**src/rtl/lms_pkg.sv**
```systemverilog
// lms_pkg: Q-format widths, adaptation FSM states and the 16-bit saturator shared by the LMS block.
package lms_pkg;
    localparam int SAMPLE_W = 16;
    localparam int ACC_W    = 32;
    localparam int FRAC_W   = 15;

    typedef enum logic [2:0] {IDLE, ERR, FETCH, UPDATE, DONE} state_t;

    function automatic logic signed [SAMPLE_W-1:0] sat16(input logic signed [ACC_W-1:0] v);
        return (v > 32'sd32767) ? 16'sh7fff : (v < -32'sd32768) ? 16'sh8000 : v[SAMPLE_W-1:0];
    endfunction
endpackage

```
**src/rtl/lms_saturate.sv**
```systemverilog
// lms_saturate: signed saturating narrower from IN_W to OUT_W bits (IN_W > OUT_W).
module lms_saturate #(
    parameter int IN_W  = 17,
    parameter int OUT_W = 16
) (
    input  logic signed [IN_W-1:0]  din,
    output logic signed [OUT_W-1:0] dout
);
    localparam logic signed [OUT_W-1:0] MAX = {1'b0, {(OUT_W-1){1'b1}}};
    localparam logic signed [OUT_W-1:0] MIN = {1'b1, {(OUT_W-1){1'b0}}};

    logic [IN_W-OUT_W:0] top;

    // in range exactly when every bit above the output sign bit repeats it
    assign top  = din[IN_W-1:OUT_W-1];
    assign dout = (&top || ~|top) ? din[OUT_W-1:0] : (din[IN_W-1] ? MIN : MAX);
endmodule

```
**src/rtl/lms_weight_update.sv**
```systemverilog
// lms_weight_update: LMS error and per-tap weight adaptation with a combinational weight read port.
// Define LMS_LEAKAGE_EN to build the leaky-LMS weight update.
module lms_weight_update
    import lms_pkg::*;
#(
    parameter int TAPS       = 8,
    parameter int MU_SHIFT   = 4,
    parameter int LEAK_SHIFT = 8
) (
    input  logic                     clk,
    input  logic                     reset,
    input  logic [ACC_W-1:0]         y_in,
    input  logic [SAMPLE_W-1:0]      d_in,
    input  logic                     y_valid,
    input  logic                     adapt_en,
    output logic [$clog2(TAPS)-1:0]  x_addr,
    input  logic [SAMPLE_W-1:0]      x_data,
    input  logic [$clog2(TAPS)-1:0]  w_rd_addr,
    output logic [SAMPLE_W-1:0]      w_rd_data,
    output logic [SAMPLE_W-1:0]      err_out,
    output logic                     busy,
    output logic                     done
);
    localparam int AW = $clog2(TAPS);
    localparam logic [AW-1:0] LAST = AW'(TAPS - 1);

    if (TAPS < 2 || TAPS > 64 || LEAK_SHIFT < 0 || LEAK_SHIFT > 16) begin : g_param_check
        $error("lms_weight_update: TAPS or LEAK_SHIFT out of range");
    end

    state_t state, state_n;
    logic signed [ACC_W-1:0]    y_r, y_sh, p;
    logic signed [SAMPLE_W-1:0] d_r, y16, e_sat, w_cur, w_new;
    logic signed [SAMPLE_W:0]   e_wide, delta, w_ext, w_sum;
    logic signed [SAMPLE_W-1:0] w [TAPS];
    logic                       adapt_r;

    assign y_sh   = y_r >>> FRAC_W;
    assign e_wide = {d_r[SAMPLE_W-1], d_r} - {y16[SAMPLE_W-1], y16};
    assign p      = $signed(err_out) * $signed(x_data);
    assign delta  = (SAMPLE_W+1)'(p >>> (FRAC_W + MU_SHIFT));
    assign w_cur  = w[x_addr];
    assign w_ext  = {w_cur[SAMPLE_W-1], w_cur};
`ifdef LMS_LEAKAGE_EN
    assign w_sum  = w_ext - (w_ext >>> LEAK_SHIFT) + delta;
`else
    assign w_sum  = w_ext + delta;
`endif

    lms_saturate #(.IN_W(ACC_W),      .OUT_W(SAMPLE_W)) u_sat_y (.din(y_sh),   .dout(y16));
    lms_saturate #(.IN_W(SAMPLE_W+1), .OUT_W(SAMPLE_W)) u_sat_e (.din(e_wide), .dout(e_sat));
    lms_saturate #(.IN_W(SAMPLE_W+1), .OUT_W(SAMPLE_W)) u_sat_w (.din(w_sum),  .dout(w_new));

    assign w_rd_data = w[w_rd_addr];
    assign busy      = state != IDLE;
    assign done      = state == DONE;

    always_comb begin
        state_n = state;
        case (state)
            IDLE:    state_n = y_valid ? ERR : IDLE;
            ERR:     state_n = adapt_r ? FETCH : DONE;
            FETCH:   state_n = UPDATE;
            UPDATE:  state_n = (x_addr == LAST) ? DONE : FETCH;
            default: state_n = IDLE;
        endcase
    end

    // x_addr doubles as the tap index and only moves on entry to FETCH
    always_ff @(posedge clk) begin
        if (reset) begin
            state   <= IDLE;
            err_out <= '0;
            x_addr  <= '0;
            y_r     <= '0;
            d_r     <= '0;
            adapt_r <= 1'b0;
            for (int i = 0; i < TAPS; i++) w[i] <= '0;
        end else begin
            state <= state_n;
            if (state == IDLE && y_valid) begin
                y_r     <= y_in;
                d_r     <= d_in;
                adapt_r <= adapt_en;
            end
            if (state == ERR) begin
                err_out <= e_sat;
                if (adapt_r) x_addr <= '0;
            end
            if (state == UPDATE) begin
                w[x_addr] <= w_new;
                if (x_addr != LAST) x_addr <= x_addr + 1'b1;
            end
        end
    end
endmodule

```
**config.mk**
```make
export PLATFORM = sky130hd
export DESIGN_NAME = lms_weight_update
export DESIGN_NICKNAME = d
export VERILOG_FILES = /design/src/rtl/lms_pkg.sv /design/src/rtl/lms_saturate.sv /design/src/rtl/lms_weight_update.sv
export SDC_FILE = /design/constraint.sdc
export NUM_CORES = 1
export LEC_CHECK = 0
export BUFFER_PORTS_ARGS = -buffer_cell sky130_fd_sc_hd__buf_2
export CELL_PAD_IN_SITES_DETAIL_PLACEMENT = 0
export CELL_PAD_IN_SITES_GLOBAL_PLACEMENT = 1
export CORE_ASPECT_RATIO = 1.25
export CORE_MARGIN = 1.5
export CORE_UTILIZATION = 35
export DETAILED_ROUTE_END_ITERATION = 8
export GPL_ROUTABILITY_DRIVEN = 0
export GPL_TIMING_DRIVEN = 0
export PLACE_DENSITY = 0.72
export SYNTH_ARGS = -nofsm -noshare
export SYNTH_HDL_FRONTEND = slang
export SYNTH_HIERARCHICAL = 1
export SYNTH_SLANG_ARGS = --single-unit
```
**constraint.sdc**
```tcl
create_clock -name clk -period 13.71 [get_ports clk]
set_input_delay 0.6855 -clock clk [delete_from_list [all_inputs] [get_ports clk]]
set_output_delay 0.6855 -clock clk [all_outputs]
set_load 0.02 [all_outputs]
```
==> summary.md <==
| Metric | Value |
|---|---|
| Crit Path Category | reg -> reg |
| Grt total ovfl | 0 |
| Slowest-stage cell, CP | a221oi_1 |
| P&R area growth vs syn | 10.04% |
| Reg-to-reg endpoint | w[2][6] |
| WHS Endpoint | y_r[28] |
| DRC Markers | 0 |
| Synth top cells by count | inv_1 (325), fa_1 (263), nand2_1 (258) |
| Hold path depth | 3 |
| Reg2reg setup slack | 2.77 ns |
| Worst R2R Start | err_out[10] |
| Vias | 14.55k |
| Synthesized Nets | 2440 |
| IO Count | 108 |
| Setup WS pre-CTS | 2.359 ns |
| Actual slew at the worst max-slew pin | 1.154 ns |
| Synth Cell Area | 0.01961 mm^2 |
| Port-buffer cells | 89 |
| Cell taking the most area after synthesis | fa_1 |
| Initial core utilization | 35.57% |
| DRT antenna net count | 0 |
| Top FF cell, synth | edfxtp_1 |
| Final Instance Area | 0.02158 mm^2 |
| CTS Buffer Depth | 2 |
| Worst Clk Skew | 0.02765 ns |
| Core area | 0.05513 mm^2 |
| Clk slew on worst S/H paths | 0.08 ns |
| Fin nets | 2548 |
| Largest fanout on the critical path | 10 |
| Pin count of the biggest net entering global routing | 36 |
| Synth cell types | 58 |
| Register area | 0.004965 mm^2 |
| DR WL/cell | 18.92 um |
| Routed vias/inst | 5.115 |
| CTS buffer count | 17 |
| Post-CTS sizing | 0 |
| Clk sinks | 184 |
| Placed Area | 0.02098 mm^2 |
| Clk Latency, worst-skew pair | 0.48 ns |
| Post-DP HPWL | 42.12 mm |
| Max incr delay on CP | 0.69 ns |
| Crit-path most repeated cell | fa_1 |
| Die W | 214.7 um |
| # rows | 96 |
| Fmax | 91.38 MHz |
| GRT Overall Usage | 19.68% |
| RSZ-0062 raised after global routing | false |
| Startpoint Class | flop |
| Setup-failing EPs final | 0 |
| Yosys warning count | 6 |
| Buf+Inv Stages, Crit Path | 5 |
| Dominant cells by area after synthesis | fa_1 (27%), edfxtp_1 (20%), and2_1 (7.9%), ha_1 (7.5%), inv_1 (6.2%) |
| Core Util, Final | 39.15% |
| Fin. max-slew vios | 0 |
| CTS H-Tree Depth | 4 |
| Hold Path Origin | y_in[28] |
| CP top delay family | adder cells |
| Required time of the critical path | 13.94 ns |
| Fin Setup TNS | 0 ns |
| # hold bufs at CTS | 0 |
| Global-route wire length before repair | 86.78 mm |
| Synth async-reset ratio | 0% |
| Multi-input gate area | 0.01303 mm^2 |
| Avg Cell Area, Syn | 9.861 um^2 |
| Die Area | 0.05747 mm^2 |
| Count of flip-flops with a built-in enable after synthesis | 128 |
| Max Cap Violations | 0 |
| Number of hold violations in the final report | 0 |
| Share of post-route cells with drive strength above 1 | 9.668% |
| Initial antenna violation count | 1 |
| Worst Hold Class | in -> reg |
| Final period utilization | 79.82% |
| CTS root buf | clkbuf_16 |
| Worst setup margin | 2.767 ns |
| Sequential-to-total area share from yosys stat | 25.31% |
| Status | complete, no violations |
| Crit. End Element | flop |
| Mapped Cells | 1989 |
| Most frequent cell after synthesis | inv_1 |
| Clock tree from TritonCTS | done |
| Synth Register Bits | 184 |
| Crit path DAT | 11.17 ns |
| Vias in the first global route | 15.58k |
| Filler cell count in the final layout | 5513 |
| Min Tclk post-route | 10.94 ns |
| WL final | 53.82 mm |
| Antenna diodes | 0 |
| Starting DRT DRC Count | 981 |
| Cells on worst reg2reg path | 35 |
| Die H | 267.7 um |
| Synth top area share | 26.85% |
| DRT Pass-1 Iters | 5 |
| Post-CTS setup buffer count | 0 |
| Slew HR | 23.05% |
[cells by family (layout without fill, tap and decap cells)]
group / count (synthesis) / after routing / share of synthesized area, %
and+or+nand+nor: 666 / 666 / 17.39
buffers and inverters: 418 / 539 / 8.274
adders and majority gates: 380 / 380 / 34.31
AOI/OAI and AO/OA: 249 / 249 / 8.147
DFF: 184 / 184 / 25.31
muxes: 49 / 49 / 4.644
xor gates and xnor gates: 43 / 43 / 1.920
[worst max-delay path by stage]
stage                     start        to  slack (ns)  cells after the start
floorplan             x_data[1]  w[0][10]        5.02                     31
global placement      x_data[1]   w[0][6]        2.46                     36
detailed placement    x_data[1]   w[7][6]        2.36                     36
CTS                 err_out[10]   w[7][6]        2.42                     35
global route        err_out[10]   w[2][6]        2.08                     35
finish              err_out[10]   w[2][6]        2.77                     35
[per-layer routing]
metal | up-vias | part of all wire, % | GRT usage (%)
met5 | - | 0.024 | 0
met1 | 7291 | 39 | 23.11
met4 | 2 | 3.6 | 7.632
met2 | 490 | 52 | 36.16
met3 | 123 | 5.1 | 2.737
li1 | 6645 | - | -
[cells in the final DEF, fill, tap and decap left out, drive strengths merged, types with 51 or more instances in the layout]
cell type  netlist  layout
a21o            51      51
a21oi           78      78
and2           249     249
buf             13     102
clkbuf          80      97
dfxtp           56      56
edfxtp         128     128
fa             263     263
ha             117     117
inv            325     336
nand2          258     258
o22ai           68      68
[state kept, by name, summed over array words and instances, names as in the netlist]
register	count
state	3
err_out	16
y_r	17
d_r	16
w	128
adapt_r	1
x_addr	3
[through the flow]
stage          hold slack, ns  cells
6_report               0.4513   2845
5_1_grt                0.4426   2845
4_1_cts                0.4303   2845
3_5_place_dp           0.4514   2813
3_3_place_gp           0.4496   2813
2_1_floorplan          0.4363   1989
[worst min-delay path, stage by stage]
cell and delay [ns]:
buf_2 0.09, nand2_1 0.04, a21oi_1 0.05
[area by class of cell]
| cell class | instances | share of cell area (%) |
|---|---|---|
| Multi-Input combinational cell | 1387 | 60.35 |
| Sequential cell | 184 | 23.00 |
| Inverter | 325 | 5.653 |
| Tap cell | 735 | 4.261 |
| Timing Repair Buffer | 89 | 2.064 |
| Clock buffer | 17 | 1.971 |
| Buffer | 93 | 1.867 |
| Clock inverter | 15 | 0.8290 |
Power is left out: the tool's default activity adds up to more than one toggle a clock period on the data nets, which glitch-free logic cannot reach.
